**src/rtl/hpm_counters_if.sv**
```systemverilog
// ============================================================================
// Module      : hpm_counters_if
// Description : CSR read/write port bundle for the performance counter block.
// Revision    : 1.0 - initial release
// ============================================================================
`default_nettype none

interface hpm_counters_if #(
  parameter int DATA_WIDTH     = 32,
  parameter int CSR_ADDR_WIDTH = 12
) ();

  logic                      we_i;
  logic [CSR_ADDR_WIDTH-1:0] waddr_i;
  logic [DATA_WIDTH-1:0]     wdata_i;
  logic [CSR_ADDR_WIDTH-1:0] raddr_i;
  logic [DATA_WIDTH-1:0]     rdata_o;
  logic                      rillegal_o;

  modport master (
    output we_i, waddr_i, wdata_i, raddr_i,
    input  rdata_o, rillegal_o
  );

  modport slave (
    input  we_i, waddr_i, wdata_i, raddr_i,
    output rdata_o, rillegal_o
  );

endinterface

`default_nettype wire

```
**src/rtl/hpm_counters.sv**
```systemverilog
// ============================================================================
// Module      : hpm_counters
// Description : mcycle, minstret and NUM_EVENTS 64-bit event counters with CSR
//               access; mcountinhibit gating enabled by macro HPM_INHIBIT_EN.
// Revision    : 1.0 - initial release
// ============================================================================
`default_nettype none

module hpm_counters #(
  parameter int DATA_WIDTH     = 32,
  parameter int CSR_ADDR_WIDTH = 12,
  parameter int NUM_EVENTS     = 2
) (
  input  logic                  clk_i,
  input  logic                  rst_i,
  hpm_counters_if.slave         csr,
  input  logic                  retire_i,
  input  logic [NUM_EVENTS-1:0] event_i
);

  // Counter slots: 0 = mcycle, 1 = minstret, 2+k = event counter k.
  localparam int          c_num_cnt  = NUM_EVENTS + 2;
  localparam int          c_idx_w    = $clog2(c_num_cnt);
  localparam int          c_inh_w    = NUM_EVENTS + 3;
  localparam logic [31:0] c_addr_lo  = 32'hB00;
  localparam logic [31:0] c_addr_hi  = 32'hB80;
  localparam logic [31:0] c_addr_inh = 32'h320;

  typedef struct packed {
    logic               hit;
    logic               hi;
    logic               inh;
    logic [c_idx_w-1:0] idx;
  } dec_t;

  function automatic dec_t decode(input logic [CSR_ADDR_WIDTH-1:0] addr);
    logic [31:0] a;
    logic [31:0] off;
    logic        in_lo;
    logic        in_hi;
    decode = '0;
    a      = 32'(addr);
    in_lo  = (a >= c_addr_lo) && (a < c_addr_lo + 32'(c_inh_w));
    in_hi  = (DATA_WIDTH == 32) && (a >= c_addr_hi) && (a < c_addr_hi + 32'(c_inh_w));
    off    = in_hi ? (a - c_addr_hi) : (a - c_addr_lo);
    if (a == c_addr_inh) begin
`ifdef HPM_INHIBIT_EN
      decode.hit = 1'b1;
      decode.inh = 1'b1;
`endif
    end else if ((in_lo || in_hi) && (off != 32'd1)) begin
      // Offset 1 is the unimplemented time CSR; slots above it shift down by one.
      decode.hit = 1'b1;
      decode.hi  = in_hi;
      decode.idx = (off == 32'd0) ? '0 : c_idx_w'(off - 32'd1);
    end
  endfunction

  dec_t                  w_wdec;
  dec_t                  w_rdec;
  logic [c_inh_w-1:0]    w_inh;
  logic [c_num_cnt-1:0]  w_inc;
  logic [DATA_WIDTH-1:0] w_rdata;
  logic [63:0]           cnt_q [c_num_cnt];
  logic [63:0]           cnt_d [c_num_cnt];

  assign w_wdec = decode(csr.waddr_i);
  assign w_rdec = decode(csr.raddr_i);

`ifdef HPM_INHIBIT_EN
  localparam logic [c_inh_w-1:0] c_inh_mask = ~c_inh_w'(2);

  logic [c_inh_w-1:0] inh_q;
  logic [c_inh_w-1:0] inh_d;

  always_comb begin
    inh_d = inh_q;
    if (csr.we_i && w_wdec.hit && w_wdec.inh) begin
      inh_d = csr.wdata_i[c_inh_w-1:0] & c_inh_mask;
    end
  end

  always_ff @(posedge clk_i or posedge rst_i) begin
    if (rst_i) begin
      inh_q <= '0;
    end else begin
      inh_q <= inh_d;
    end
  end

  assign w_inh = inh_q;
`else
  assign w_inh = '0;
`endif

  always_comb begin
    w_inc[0] = ~w_inh[0];
    w_inc[1] = retire_i & ~w_inh[2];
    for (int k = 0; k < NUM_EVENTS; k++) begin
      w_inc[k+2] = event_i[k] & ~w_inh[k+3];
    end
  end

  // A write replaces the increment outright; the untouched half keeps its old value.
  always_comb begin
    for (int i = 0; i < c_num_cnt; i++) begin
      cnt_d[i] = cnt_q[i] + {63'd0, w_inc[i]};
      if (csr.we_i && w_wdec.hit && !w_wdec.inh && (w_wdec.idx == c_idx_w'(i))) begin
        if (DATA_WIDTH == 64) begin
          cnt_d[i] = 64'(csr.wdata_i);
        end else if (w_wdec.hi) begin
          cnt_d[i] = {csr.wdata_i[31:0], cnt_q[i][31:0]};
        end else begin
          cnt_d[i] = {cnt_q[i][63:32], csr.wdata_i[31:0]};
        end
      end
    end
  end

  always_ff @(posedge clk_i or posedge rst_i) begin
    if (rst_i) begin
      for (int i = 0; i < c_num_cnt; i++) begin
        cnt_q[i] <= '0;
      end
    end else begin
      for (int i = 0; i < c_num_cnt; i++) begin
        cnt_q[i] <= cnt_d[i];
      end
    end
  end

  always_comb begin
    w_rdata = '0;
    if (w_rdec.hit) begin
      if (w_rdec.inh) begin
        w_rdata = DATA_WIDTH'(w_inh);
      end else if (DATA_WIDTH == 64) begin
        w_rdata = DATA_WIDTH'(cnt_q[w_rdec.idx]);
      end else if (w_rdec.hi) begin
        w_rdata = DATA_WIDTH'(cnt_q[w_rdec.idx][63:32]);
      end else begin
        w_rdata = DATA_WIDTH'(cnt_q[w_rdec.idx][31:0]);
      end
    end
  end

  assign csr.rdata_o    = w_rdata;
  assign csr.rillegal_o = ~w_rdec.hit;

endmodule

`default_nettype wire

```
**src/flat_wrapper.sv**
```systemverilog
// flat-port wrapper written by rule: the top's interface ports become plain ports
module hpm_counters_flat 
#(
  parameter int DATA_WIDTH     = 32,
  parameter int CSR_ADDR_WIDTH = 12,
  parameter int NUM_EVENTS     = 2
)
  (clk_i, rst_i, retire_i, event_i, csr_we_i, csr_waddr_i, csr_wdata_i, csr_raddr_i, csr_rdata_o, csr_rillegal_o);
  hpm_counters_if #(.DATA_WIDTH(DATA_WIDTH), .CSR_ADDR_WIDTH(CSR_ADDR_WIDTH)) csr_i ();
  input  logic clk_i;
  input  logic rst_i;
  input  logic retire_i;
  input  logic [NUM_EVENTS-1:0] event_i;
  input wire logic [$bits(csr_i.we_i)-1:0] csr_we_i;
  input wire logic [$bits(csr_i.waddr_i)-1:0] csr_waddr_i;
  input wire logic [$bits(csr_i.wdata_i)-1:0] csr_wdata_i;
  input wire logic [$bits(csr_i.raddr_i)-1:0] csr_raddr_i;
  output wire logic [$bits(csr_i.rdata_o)-1:0] csr_rdata_o;
  output wire logic [$bits(csr_i.rillegal_o)-1:0] csr_rillegal_o;
  assign csr_i.we_i = csr_we_i;
  assign csr_i.waddr_i = csr_waddr_i;
  assign csr_i.wdata_i = csr_wdata_i;
  assign csr_i.raddr_i = csr_raddr_i;
  assign csr_rdata_o = csr_i.rdata_o;
  assign csr_rillegal_o = csr_i.rillegal_o;
  hpm_counters #(.DATA_WIDTH(DATA_WIDTH), .CSR_ADDR_WIDTH(CSR_ADDR_WIDTH), .NUM_EVENTS(NUM_EVENTS)) u_core (.clk_i(clk_i), .rst_i(rst_i), .csr(csr_i), .retire_i(retire_i), .event_i(event_i));
endmodule
```
**config.mk**
```make
export PLATFORM = sky130hd
export DESIGN_NAME = hpm_counters_flat
export DESIGN_NICKNAME = d
export VERILOG_FILES = /design/src/rtl/hpm_counters_if.sv /design/src/rtl/hpm_counters.sv /design/src/flat_wrapper.sv
export SDC_FILE = /design/constraint.sdc
export NUM_CORES = 1
export LEC_CHECK = 0
export CAP_MARGIN = 20
export CORE_MARGIN = 2
export CORE_UTILIZATION = 40
export DETAILED_ROUTE_END_ITERATION = 10
export GPL_TIMING_DRIVEN = 1
export SETUP_SLACK_MARGIN = 0.02
export SLEW_MARGIN = 10
export SYNTH_ARGS = -nofsm -noshare
export SYNTH_HDL_FRONTEND = slang
export SYNTH_SLANG_ARGS = --single-unit
```
**constraint.sdc**
```tcl
create_clock -name clk_i -period 11.2 [get_ports clk_i]
set_clock_uncertainty 0.2 [all_clocks]
set_input_delay 2.24 -clock clk_i [delete_from_list [all_inputs] [get_ports clk_i]]
set_output_delay 2.24 -clock clk_i [all_outputs]
set_load 0.01 [all_outputs]
```
==> run_results.csv, run 1 <==
group,metric,value,unit
floorplan,die_w,216.2,um
job,cap_violations,0,
synthesis,synth.cell_area,0.01801,sq mm
timing,rsz0062_at_grt,"false",
critical_path,r2r_start,"u_core.cnt_q[0]",
synthesis,syn_inst,2219,
final_layout,fin_util,0.4586,
floorplan,fp-row-count,77,
synthesis,syn-num-nets,2300,
grt,gr-total-overflow,0,
synthesis,yosysTopAreaCell,"dfrtp_1",
routing,routedWlPerCell,29.57,um
grt,grt_pass1_vias,17970,
floorplan,coreArea,0.04432,sq mm
clocking,cts_hold_buf,0,
place,dp_hpwl,59040,um
grt,grt_max_degree,147,
power_and_ir_drop,power.total,3.225,mW
grt,grt_first_pass_wirelength,122200,um
clocking,clk_pin_slew_worst_paths,0.06,ns
min_path,min_from,"u_core.cnt_q[135]",
timing,setup_slack,2.031,ns
final_layout,mostFrequentLayoutCells,"261 x nor2_1, 256 x dfrtp_1, 238 x nand2_1",
timing,finalHoldViolCount,0,
critical_path,crit_fanout,41,
critical_path,cp.required,8.76,ns
min_path,holdCritPathClass,"reg -> reg",
synthesis,synth_top_area_frac,0.3557,
critical_path,critPathArrivalTime,6.73,ns
status,status,"complete, no violations",
routing,drt_iter0_markers,2921,
clocking,post_cts_buffers,0,
clocking,clk_latency,0.62,ns
timing,fin_crit,9.169,ns
place,post-place-ws,2.185,ns
timing,drv_slew,0,
timing,fmax,0.1091,GHz
synthesis,synth-seq-area-share,0.3557,
routing,drt-total-wl,83810,um
place,dpl_cell_area,0.01927,sq mm
synthesis,synth.distinct_cells,84,
clocking,clockBufferDepth,3,
critical_path,end_kind,"output port",
routing,final_antenna_net_count,0,
floorplan,io_pins,95,
power_and_ir_drop,ir_worst_vdd,0.1510,mV
timing,tns,0,ns
final_layout,fin_area,0.02032,sq mm
clocking,root_buffer,"clkbuf_16",
critical_path,start_kind,"input port",
timing,tightest_slew,1.155,ns
synthesis,synth_seq_cells,256,
final_layout,largest_reg_flops,256,
routing,viasPerCell,6.923,
final_layout,syn_to_final_growth,12.85,%
grt,antenna_found_initial,4,
routing,num_vias,19620,
final_layout,largest_register,"u_core.cnt_q",
synthesis,syn_area_per_cell,8.116,sq um
grt,grt_usage,0.3491,
final_layout,drive_gt1_frac,0.1147,
floorplan,die_y,216.2,um
timing,finalSetupViolCount,0,
critical_path,cp-startpoint,"csr_raddr_i[1]",
final_layout,final_nets,2297,
power_and_ir_drop,power_density,158.7,mW/mm^2
timing,relSlewSlack,0.2274,
final_layout,mostFrequentLayoutCell,"nor2_1",
timing,fin_crit_sh,0.8186,
place,port_buffers,94,
synthesis,synthFlopType,"dfrtp_1",
clocking,cts_sinks,256,
clocking,cts_htree_levels,1,
clocking,numCtsBuffers,31,
floorplan,die_area,0.04673,sq mm
synthesis,async_flop_share,1.000,
final_layout,largest_registers,"u_core.cnt_q (256)",
clocking,cts_tree,"built",
power_and_ir_drop,leakagePower,8.172,nW
routing,drt-pass1-iter-count,6,
synthesis,synth_area_leaders,"dfrtp_1 36%, nor2_1 5.5%, a211oi_1 5.3%",
synthesis,synth_edf_count,0,
routing,drcViolationCount,0,
critical_path,critical_path_class,"in -> out",
synthesis,ys.warnings.count,0,
place,gp_congestion,1.019,
floorplan,initial_core_util,0.4064,
clocking,cts_resized,0,
-- synthesized netlist by cell type, drive strengths merged (6+ instances only) --
master / number
o22ai: 45
a221o: 14
a31oi: 10
mux2: 51
o211ai: 10
a311oi: 23
o311ai: 20
or3: 13
a21oi: 149
a22oi: 24
o21ai: 137
inv: 50
a21o: 8
nor4: 20
nand4: 67
a211oi: 134
and3: 77
and4: 27
dfrtp: 256
or4: 6
clkbuf: 113
nand3: 78
ha: 19
or2: 7
nand2: 242
o32ai: 7
nand2b: 6
buf: 48
o221a: 67
o221ai: 17
o21a: 7
nor2b: 9
nor3: 82
and2: 38
nor2: 268
-- cell families (layout without fill, tap and decap cells) --
group,Yosys count,count (layout),share of synthesized area
adder cells (fa/ha/maj),19,19,0.01320
AO/OA/AOI/OAI,721,721,0.2861
other,0,1,0
flip-flops,256,256,0.3557
buffers and inverters,211,233,0.04905
multiplexers,56,56,0.03467
AND/OR/NAND/NOR,956,956,0.2612
-- per-stage QoR --
stage / cells / hold slack [ns]
global route: 2833 / 0.3532
detailed placement: 2773 / 0.3244
global placement: 2773 / 0.3196
floorplan: 2219 / 0.2626
finish: 2834 / 0.3411
CTS: 2831 / 0.3367
-- final cells by class --
type                            count  area [sq um]
Antenna cell                        1         2.502
Clock buffer                       42         897.1
Clock inverter                     16         123.9
Fill cell                        4390         23990
Inverter                           50         195.2
Multi-Input combinational cell   1752         10770
Sequential cell                   256          6406
Tap cell                          592         740.7
Timing Repair Buffer              125          1191
-- critical path, stage by stage --
cell and delay [ns]:
clkdlybuf4s50_1 0.40, inv_1 0.11, ha_1 0.26, or3b_2 0.47
o21ai_0 0.16, o2111ai_1 0.22, o21a_1 0.23, a2111oi_4 0.81
buf_4 0.55, o221a_2 0.28, o21ai_0 0.08, nand2_1 0.26
clkdlybuf4s50_1 0.62
-- final timing paths --
| check | cells after the start | to | slack (ns) |
|---|---|---|---|
| min | 2 | u_core.cnt_q[135] | 0.34 |
| min in group asynchronous | 2 | u_core.cnt_q[180] | 1.92 |
| min reg2reg | 2 | u_core.cnt_q[135] | 0.34 |
| max in group asynchronous | 3 | u_core.cnt_q[109] | 7.53 |
| max reg2reg | 9 | u_core.cnt_q[60] | 7.21 |
| max | 13 | csr_rdata_o[4] | 2.03 |
-- layer usage --
metal  routed length [um]  share of wire  global-route usage
met3                 9522           0.11             0.08926
met4                 6209          0.074              0.2087
met2                35330           0.42              0.5136
met1                32710           0.39              0.4616
met5                   41        0.00049                   0
-- report_power, final --
group | total (mW) | leakage (nW) | internal, mW | switching, mW
logic | 0.687 | 4.42 | 0.282 | 0.405
clock network | 1.03 | 0.522 | 0.584 | 0.450
registers | 1.50 | 3.23 | 1.14 | 0.365
total | 3.22 | 8.17 | 2.00 | 1.22
Note: power is estimated with default switching activity, not from simulation.
==> inputs of run 2 (changes only) <==
- clock period: 11.2 -> 9.5 ns (I/O delays scaled with it)
==> run 2 against run 1 <==
Effect of this change: hold slack got worse by 0.0080 ns; highest routed layer unchanged; non-clock buffer count rose by 2; design area rose by 0.60%; global-route usage rose by 0.41 points; first-iteration DRC count fell by 12%; die area did not move; routed wire length rose by 0.69%; count of clock-buffer cells in the layout fell by 4; sequential cell count did not move; register-to-register slack got worse by 1.8 ns; critical path depth fell by 2; combinational power rose by 18%.
==> run_results.csv, run 2 (synthesis results as in run 1) <==
group,metric,value,unit
routing,num_vias,19680,
min_path,holdCritPathClass,"reg -> reg",
clocking,cts_hold_buf,0,
critical_path,crit_path_end,"csr_rdata_o[4]",
power_and_ir_drop,seqPwrFrac,0.452,
grt,antenna_found_initial,5,
timing,fin_crit,8.322,ns
floorplan,die_area,0.04673,sq mm
critical_path,critPathArrivalTime,6.22,ns
clocking,post_cts_buffers,0,
grt,grt_max_degree,166,
timing,finalHoldViolCount,0,
floorplan,fp-row-count,77,
critical_path,start_kind,"input port",
place,post-place-ws,1.361,ns
place,place_inst,2777,
final_layout,fillCellCount,4364,
min_path,hold_depth,2,
critical_path,crit_fanout,58,
power_and_ir_drop,pwr-share-comb,0.206,
final_layout,largest_reg_flops,256,
final_layout,seq_area,0.006406,sq mm
power_and_ir_drop,power_density,192.0,mW/mm^2
power_and_ir_drop,netSwitchingPower,1.432,mW
power_and_ir_drop,leakagePower,8.222,nW
timing,fmax,0.1202,GHz
floorplan,coreArea,0.04432,sq mm
final_layout,syn_to_final_growth,13.53,%
timing,fin_crit_sh,0.8760,
timing,rsz0062_at_grt,"false",
status,status,"complete, no violations",
routing,drt-total-wl,84390,um
final_layout,drive_gt1_frac,0.1150,
final_layout,largest_register,"u_core.cnt_q",
critical_path,cp.required,7.40,ns
final_layout,multi_input_area,0.01076,sq mm
timing,setup_slack,1.178,ns
clocking,cts_tree,"built",
final_layout,final_nets,2299,
timing,drv_slew,0,
clocking,cts_htree_levels,1,
floorplan,initial_core_util,0.4064,
critical_path,critical_path_class,"in -> out",
critical_path,worst_r2r_endpoint,"u_core.cnt_q[175]",
clocking,root_buffer,"clkbuf_16",
place,dp_hpwl,59960,um
clocking,clk_latency,0.61,ns
power_and_ir_drop,power_frac_clock,0.342,
final_layout,mostFrequentLayoutCells,"261 x nor2_1, 256 x dfrtp_1, 239 x nand2_1",
clocking,cts_resized,0,
routing,viasPerCell,6.938,
floorplan,io_pins,95,
power_and_ir_drop,switching_share,0.3646,
clocking,numCtsBuffers,31,
floorplan,die_y,216.2,um
timing,holdWs,0.3332,ns
critical_path,ff2ff_setup_slack,5.38,ns
power_and_ir_drop,internal_power,2.495,mW
job,cap_violations,0,
place,gp_congestion,1.018,
final_layout,mostFrequentLayoutCell,"nor2_1",
routing,drt-pass1-iter-count,7,
floorplan,die_w,216.2,um
grt,grt_first_pass_wirelength,123400,um
critical_path,end_kind,"output port",
timing,relSlewSlack,0.2192,
place,port_buffers,94,
final_layout,fin_area,0.02045,sq mm
timing,tightest_slew,1.160,ns
timing,tns,0,ns
grt,grt_pass1_vias,18020,
critical_path,r2r_start,"u_core.cnt_q[136]",
place,dpl_cell_area,0.01930,sq mm
routing,drt_iter0_markers,2580,
final_layout,largest_registers,"u_core.cnt_q (256)",
clocking,cts_sinks,256,
critical_path,cp-startpoint,"csr_raddr_i[7]",
routing,routedWlPerCell,29.74,um
critical_path,worstRegToRegCells,7,
routing,drcViolationCount,0,
power_and_ir_drop,ir_worst_vdd,0.1338,mV
timing,finalSetupViolCount,0,
clocking,clockBufferDepth,3,
clocking,clk_pin_slew_worst_paths,0.06,ns
grt,grt_usage,0.3532,
grt,gr-total-overflow,0,
routing,final_antenna_net_count,0,
final_layout,final_cells,2837,
-- run 2: changes by cell type in the layout (fill, tap and decap cells not counted), sizes merged --
cell      change
clkinv        -3
diode         +1
bufinv        +6
buf           +3
clkbuf        -5
clkinvlp      +1
-- run 2: power by group through the flow --
| stage | logic (mW) | clock network, mW | registers, mW |
|---|---|---|---|
| floorplan | 0.533 | 0 | 1.57 |
| global placement | 0.771 | 0 | 1.76 |
| detailed placement | 0.785 | 0 | 1.76 |
| CTS | 0.789 | 1.35 | 1.75 |
| global route | 0.881 | 1.40 | 1.80 |
| finish | 0.809 | 1.34 | 1.77 |
-- run 2: critical path, stage by stage --
cell,delay [ns]
clkdlybuf4s50_1,0.55
ha_1,0.32
nand4bb_1,0.21
a31o_2,0.24
a311oi_1,0.45
o221a_2,0.30
or3_2,0.88
o221a_2,0.37
a22oi_1,0.10
nand2_1,0.26
clkdlybuf4s50_1,0.61
-- run 2: worst min path at each step --
stage	from	slack [ns]	end
after floorplan	u_core.cnt_q[185]	0.26	u_core.cnt_q[185]
after CTS	u_core.cnt_q[135]	0.33	u_core.cnt_q[135]
after detailed placement	u_core.cnt_q[135]	0.32	u_core.cnt_q[135]
final	u_core.cnt_q[135]	0.33	u_core.cnt_q[135]
after global routing	u_core.cnt_q[124]	0.37	u_core.cnt_q[124]
after global placement	u_core.cnt_q[135]	0.32	u_core.cnt_q[135]
-- run 2: cell type report --
class,count,share of cell area
multi-input cells,1752,0.5265
flip-flops and latches,256,0.3133
repair buffers,127,0.05850
clock buffers,38,0.04118
well taps,592,0.03623
clock inverters,20,0.01450
inverters,50,0.009547
diodes,2,0.0002448
-- run 2: per-layer routing --
| metal | routed length (um) | up-vias | GRT usage |
|---|---|---|---|
| met5 | 45 | - | 0 |
| met4 | 6265 | 8 | 0.2162 |
| met3 | 10230 | 301 | 0.1110 |
| met2 | 35380 | 1262 | 0.5159 |
| met1 | 32460 | 9632 | 0.4549 |
| li1 | - | 8479 | - |
-- run 2: stage by stage --
stage,power [mW],util
after detailed placement,2.547,0.4355
after floorplan,2.107,-
final,3.927,0.4614
after global placement,2.530,0.4355
after global routing,4.075,0.4612
after CTS,3.889,0.4612
